===== config.mk =====
export PLATFORM = sky130hd
export DESIGN_NAME = bcd_pair_converter
export DESIGN_NICKNAME = d
export VERILOG_FILES = /design/src/rtl/seg7_pkg.sv /design/src/rtl/dabble_byte.sv /design/src/rtl/bcd_pair_converter.sv
export SDC_FILE = /design/constraint.sdc
export NUM_CORES = 1
export LEC_CHECK = 0
export BUFFER_PORTS_ARGS = -buffer_cell sky130_fd_sc_hd__buf_2
export CELL_PAD_IN_SITES_DETAIL_PLACEMENT = 1
export CELL_PAD_IN_SITES_GLOBAL_PLACEMENT = 1
export CORE_ASPECT_RATIO = 1.25
export CORE_MARGIN = 8
export CORE_UTILIZATION = 30
export CTS_CLUSTER_DIAMETER = 80
export DETAILED_ROUTE_END_ITERATION = 10
export PLACE_DENSITY_LB_ADDON = 0.2
export SYNTH_ARGS = -nofsm -noshare
export SYNTH_HDL_FRONTEND = slang
export SYNTH_HIERARCHICAL = 1
export SYNTH_SLANG_ARGS = --single-unit
export TNS_END_PERCENT = 50

===== constraint.sdc =====
create_clock -name clk -period 2.1 [get_ports clk]
set_clock_uncertainty 0.05 [all_clocks]
set_input_delay 0.21 -clock clk [delete_from_list [all_inputs] [get_ports clk]]
set_output_delay 0.21 -clock clk [all_outputs]
set_load 0.02 [all_outputs]

===== src/rtl/seg7_pkg.sv =====
// Shared types and constants for the 7-segment display path.
// Digit index constants locate each BCD digit on the 16-bit digit bus.
package seg7_pkg;

    localparam int BCD_W       = 4;
    localparam int SAT_MAX_DEF = 99;

    localparam int DIG_LO_UNITS = 0;
    localparam int DIG_LO_TENS  = 1;
    localparam int DIG_HI_UNITS = 2;
    localparam int DIG_HI_TENS  = 3;

    typedef enum logic [1:0] {
        IDLE = 2'd0,
        CONV = 2'd1,
        DONE = 2'd2
    } state_t;

endpackage


===== src/rtl/dabble_byte.sv =====
// Double-dabble engine for one binary operand (input clamped to SAT_MAX).
// Ports: clk, clr (sync reset), load/din (latch operand), step (one
// add-3/shift iteration), digits {tens,units}, sat (operand was clamped).
module dabble_byte
    import seg7_pkg::*;
#(
    parameter int IN_W    = 8,
    parameter int SAT_MAX = SAT_MAX_DEF
) (
    input  logic              clk,
    input  logic              clr,
    input  logic              load,
    input  logic              step,
    input  logic [IN_W-1:0]   din,
    output logic [2*BCD_W-1:0] digits,
    output logic              sat
);

    // Three nibbles: units, tens, hundreds. Hundreds stays internal.
    localparam int NIB  = 3;
    localparam int SR_W = NIB * BCD_W + IN_W;
    localparam logic [IN_W-1:0] SAT_V = IN_W'(SAT_MAX);

    logic [SR_W-1:0] sr;
    logic [SR_W-1:0] adj;
    logic [IN_W-1:0] clamped;

    assign clamped = (din > SAT_V) ? SAT_V : din;

    always_comb begin
        adj = sr;
        for (int i = 0; i < NIB; i++) begin
            if (adj[IN_W + i*BCD_W +: BCD_W] >= 4'd5) begin
                adj[IN_W + i*BCD_W +: BCD_W] =
                    adj[IN_W + i*BCD_W +: BCD_W] + 4'd3;
            end
        end
    end

    always_ff @(posedge clk) begin
        if (clr) begin
            sr  <= '0;
            sat <= 1'b0;
        end else if (load) begin
            sr  <= {{(NIB*BCD_W){1'b0}}, clamped};
            sat <= (din > SAT_V);
        end else if (step) begin
            sr  <= {adj[SR_W-2:0], 1'b0};
        end
    end

    assign digits = sr[IN_W +: 2*BCD_W];

endmodule


===== src/rtl/bcd_pair_converter.sv =====
// Converts two binary bytes to four packed BCD digits for the display.
// Ports: clk, clr (sync reset), twonum/in_valid/in_ready (request),
// bcd_num/ovf (held result), out_valid (one-cycle update pulse).
// Macro AUTO_UPDATE_EN: self-start whenever twonum differs from the
// last accepted value; in_valid is then ignored.
module bcd_pair_converter
    import seg7_pkg::*;
#(
    parameter int IN_W    = 8,
    parameter int SAT_MAX = SAT_MAX_DEF
) (
    input  logic              clk,
    input  logic              clr,
    input  logic [2*IN_W-1:0] twonum,
    input  logic              in_valid,
    output logic              in_ready,
    output logic [15:0]       bcd_num,
    output logic              out_valid,
    output logic [1:0]        ovf
);

    localparam int CNT_W = (IN_W > 1) ? $clog2(IN_W) : 1;
    localparam logic [CNT_W-1:0] LAST = CNT_W'(IN_W - 1);

    state_t state;
    state_t next_state;

    logic [CNT_W-1:0] cnt;
    logic go;
    logic start;
    logic step;
    logic done;

    logic [2*BCD_W-1:0] lo_dig;
    logic [2*BCD_W-1:0] hi_dig;
    logic lo_sat;
    logic hi_sat;

`ifdef AUTO_UPDATE_EN
    logic [2*IN_W-1:0] copy;
    logic unused_in_valid;

    assign unused_in_valid = in_valid;
    assign go = (twonum != copy);

    always_ff @(posedge clk) begin
        if (clr) begin
            copy <= '0;
        end else if (start) begin
            copy <= twonum;
        end
    end
`else
    assign go = in_valid;
`endif

    always_ff @(posedge clk) begin
        if (clr) begin
            state <= IDLE;
        end else begin
            state <= next_state;
        end
    end

    always_comb begin
        next_state = state;
        start      = 1'b0;
        step       = 1'b0;
        done       = 1'b0;
        unique case (state)
            IDLE: begin
                if (go) begin
                    start      = 1'b1;
                    next_state = CONV;
                end
            end
            CONV: begin
                step = 1'b1;
                if (cnt == LAST) begin
                    next_state = DONE;
                end
            end
            DONE: begin
                done       = 1'b1;
                next_state = IDLE;
            end
            default: next_state = IDLE;
        endcase
    end

    always_ff @(posedge clk) begin
        if (clr) begin
            cnt <= '0;
        end else if (start) begin
            cnt <= '0;
        end else if (step) begin
            cnt <= cnt + 1'b1;
        end
    end

    dabble_byte #(.IN_W(IN_W), .SAT_MAX(SAT_MAX)) u_lo (
        .clk    (clk),
        .clr    (clr),
        .load   (start),
        .step   (step),
        .din    (twonum[IN_W-1:0]),
        .digits (lo_dig),
        .sat    (lo_sat)
    );

    dabble_byte #(.IN_W(IN_W), .SAT_MAX(SAT_MAX)) u_hi (
        .clk    (clk),
        .clr    (clr),
        .load   (start),
        .step   (step),
        .din    (twonum[2*IN_W-1:IN_W]),
        .digits (hi_dig),
        .sat    (hi_sat)
    );

    always_ff @(posedge clk) begin
        if (clr) begin
            bcd_num   <= '0;
            ovf       <= '0;
            out_valid <= 1'b0;
        end else begin
            out_valid <= done;
            if (done) begin
                bcd_num[DIG_LO_UNITS*BCD_W +: 2*BCD_W] <= lo_dig;
                bcd_num[DIG_HI_UNITS*BCD_W +: 2*BCD_W] <= hi_dig;
                ovf <= {hi_sat, lo_sat};
            end
        end
    end

    assign in_ready = (state == IDLE);

endmodule


==> reports/results.ini <==
[run_status]
status = finished clean

[yosys]
seq_area_frac_synth_pct = 41.5
synth.avg_cell_area_um2 = 8.77
ys_warn_count = 6
syn_nets = 348
synth-seq-cells = 58
synth_cell_types = 41
synth_cells = 319
syn_area_um2 = 2800

[cts]
htreeDepth = 3
cts_hold_buf = 0
postCtsResizedCells = 0
postCtsSetupBuffers = 0
clk_latency_ps = 330
cts.path.max_buffers = 2
cts_sinks = 58
cts_buffers = 9
cts_root_buffer = clkbuf_16
cts_tree = built
clkSlewWorstSetupHoldPaths_ps = 50

[routing]
top_layer_used = met4
vias = 2466
final_antenna_net_count = 0
wl_met2_mm = 3.79
drt-initial-drc-count = 56
wl_per_cell_um = 14.5
drt-total-wl_mm = 7.17
dr_wl_met3_um = 184
met1_length_mm = 3.08
vias_per_cell = 4.98
dr.pass1.iters = 3
drc = 0

[timing]
tns_ps = 0
relSlewSlack_pct = 59.8
rsz0062_at_grt = false
slew_viol_final = 0
final_hold_viol_count = 0
worstMarginPinSlew_ps = 604
period_needed_ps = 1910
setup_viol = 0
max_clock_freq_mhz = 523
fin_crit_sh_pct = 91.0

[worst_setup_path]
endpoint_kind = flip-flop
critical_path_arrival_ps = 2110
crit_start = state[0]
start_kind = flip-flop
rr_startpoint = state[0]
worst-endpoint-required_ps = 2300
worstPathMaxFanout = 16
critical_path_class = reg -> reg

[floorplanning]
die_y_um = 124
pin_count = 39
die_w_um = 102
core-area_um2 = 9130
die_area_um2 = 12700
start_util_pct = 30.7
placementRows = 39

[power]
seqPwrFrac_pct = 38.2
p_switching_w = 0.000669
powerDensity_nw_per_um2 = 882
p_leak_nw = 1.29
switching_share_pct = 21.9
power_frac_clock_pct = 54.3
peakVddDrop_mv = 0.355
internal_power_w = 0.00238
power_frac_comb_pct = 7.5

[global_routing]
grt_pass1_wl_mm = 12.0
antenna_found_initial = 0
grt_pass1_vias = 2489
grt_remaining_overflow = 0
grt_max_degree = 27
grt.total_usage_pct = 12.1

[place]
gp_congestion = 0.724
dpl.hpwl_mm = 5.25
numPortBuffers = 38

[final_layout]
utilization_pct = 37.9
final_nets = 396
antennaDiodeCount = 0
drive_gt1_share_pct = 24.7
syn2layout_area_growth_pct = 23.6

[worst_hold_path]
hp-start = twonum[8]
min_path_type = in -> reg

[job]
cap_violations = 0

[synthesized netlist by cell type]
master | number | share of area, %
dfxtp_1 | 58 | 42
buf_2 | 4 | 0.72
or4_1 | 2 | 0.54
a221oi_1 | 4 | 1.3
or3_1 | 4 | 0.89
a221oi_2 | 2 | 1.1
a31oi_1 | 4 | 0.89
nand2_1 | 39 | 5.2
a21oi_2 | 9 | 2.8
a2111o_1 | 6 | 2.4
inv_1 | 15 | 2.0
and2b_1 | 1 | 0.27
o21bai_1 | 1 | 0.27
o211ai_1 | 6 | 1.6
nor2_1 | 17 | 2.3
a21oi_1 | 21 | 3.8
nand3_1 | 20 | 3.6
nand2b_1 | 7 | 1.6
clkinv_1 | 2 | 0.27
nor3_1 | 9 | 1.6
buf_12 | 1 | 0.72
or2_1 | 2 | 0.45
nor3b_1 | 1 | 0.27
inv_2 | 2 | 0.27
o21a_1 | 2 | 0.54
buf_6 | 6 | 2.4
ha_1 | 10 | 4.5
mux2i_1 | 12 | 4.3
a311oi_1 | 2 | 0.63
nand2_2 | 9 | 2.0
nor2b_1 | 5 | 1.1
clkbuf_1 | 2 | 0.27
o32ai_1 | 2 | 0.63
or3b_2 | 2 | 0.63
a22oi_1 | 2 | 0.54
and2_1 | 1 | 0.22
a211oi_1 | 10 | 2.7
nand4b_1 | 2 | 0.63
buf_4 | 1 | 0.27
buf_1 | 2 | 0.27
o21ai_0 | 12 | 2.1
[kinds of logic (layout without fill, tap and decap cells)]
family,Yosys count,after routing,synth area share [%]
mux,12,12,4.29
fa+ha+maj,10,10,4.47
simple gates,121,121,21.3
compound gates,83,83,21.2
flops,58,58,41.5
buf+inv,35,88,7.20
[path summary, 6_finish.rpt]
path,cells after the start,end,slack (ps)
hold reg to reg,2,bcd_num[3],400
setup / recovery,5,u_lo/sr[14],190
setup reg to reg,5,u_lo/sr[14],190
hold / removal,3,u_hi/sr[0],90
[placed cells by master, fill, tap and decap left out, drive strengths merged]
| cell type | synthesis | layout |
|---|---|---|
| dfxtp | 58 | 58 |
| buf | 14 | 53 |
| nand2 | 48 | 48 |
| a21oi | 30 | 30 |
| nand3 | 20 | 20 |
| nor2 | 17 | 17 |
| inv | 17 | 17 |
| mux2i | 12 | 12 |
| o21ai | 12 | 12 |
| ha | 10 | 10 |
| a211oi | 10 | 10 |
| clkbuf | 2 | 10 |
| nor3 | 9 | 9 |
| nand2b | 7 | 7 |
| a2111o | 6 | 6 |
| o211ai | 6 | 6 |
| a221oi | 6 | 6 |
| nor2b | 5 | 5 |
| clkinv | 2 | 5 |
| or3 | 4 | 4 |
| a31oi | 4 | 4 |
| bufinv | 0 | 3 |
| a22oi | 2 | 2 |
| or2 | 2 | 2 |
| nand4b | 2 | 2 |
| o32ai | 2 | 2 |
| or3b | 2 | 2 |
| o21a | 2 | 2 |
| or4 | 2 | 2 |
| a311oi | 2 | 2 |
| and2b | 1 | 1 |
| and2 | 1 | 1 |
| o21bai | 1 | 1 |
| nor3b | 1 | 1 |
[power by group through the flow]
stage               registers (W)  clock network (W)  logic [W]
finish                    0.00117            0.00166   0.000228
global route              0.00117            0.00175   0.000256
CTS                       0.00116            0.00170   0.000231
detailed placement        0.00119                  0   0.000230
global placement          0.00119                  0   0.000226
floorplan                 0.00118                  0   0.000161
[registers in the layout, summed over array words and instances (netlist names)]
register / count
u_lo/sat: 1
out_valid: 1
u_lo/sr: 16
state: 2
cnt: 3
u_hi/sr: 16
bcd_num: 16
ovf: 2
u_hi/sat: 1
[layout make-up]
type / count / area, um2
clock inverters: 6 / 105
repair buffers: 53 / 303
fillers: 1098 / 5670
flip-flops and latches: 58 / 1160
well taps: 123 / 154
multi-input cells: 226 / 1440
inverters: 19 / 71.3
clock buffers: 10 / 229
[critical path, stage by stage (launching register included)]
cell	delay, ps
dfxtp_1	410
nor2_1	80
and2_1	360
or2_1	440
or3_1	340
o211ai_1	160
[stage by stage]
stage	instance area [um2]	hold WS, ps	total power [W]	worst slack (ps)	instances
floorplan	2800	229	0.00134	420	319
global placement	3120	389	0.00141	292	479
detailed placement	3120	397	0.00142	180	479
CTS	3460	79.8	0.00310	165	495
global route	3460	95.3	0.00318	32.8	495
finish	3460	88.5	0.00305	189	495
[layer usage]
| metal | track usage (%) | vias up |
|---|---|---|
| li1 | - | 1229 |
| met1 | 13.0 | 1201 |
| met2 | 21.6 | 26 |
| met3 | 3.24 | 10 |
| met4 | 5.52 | 0 |
| met5 | 0 | - |
Power figures use the tool's default switching activity.
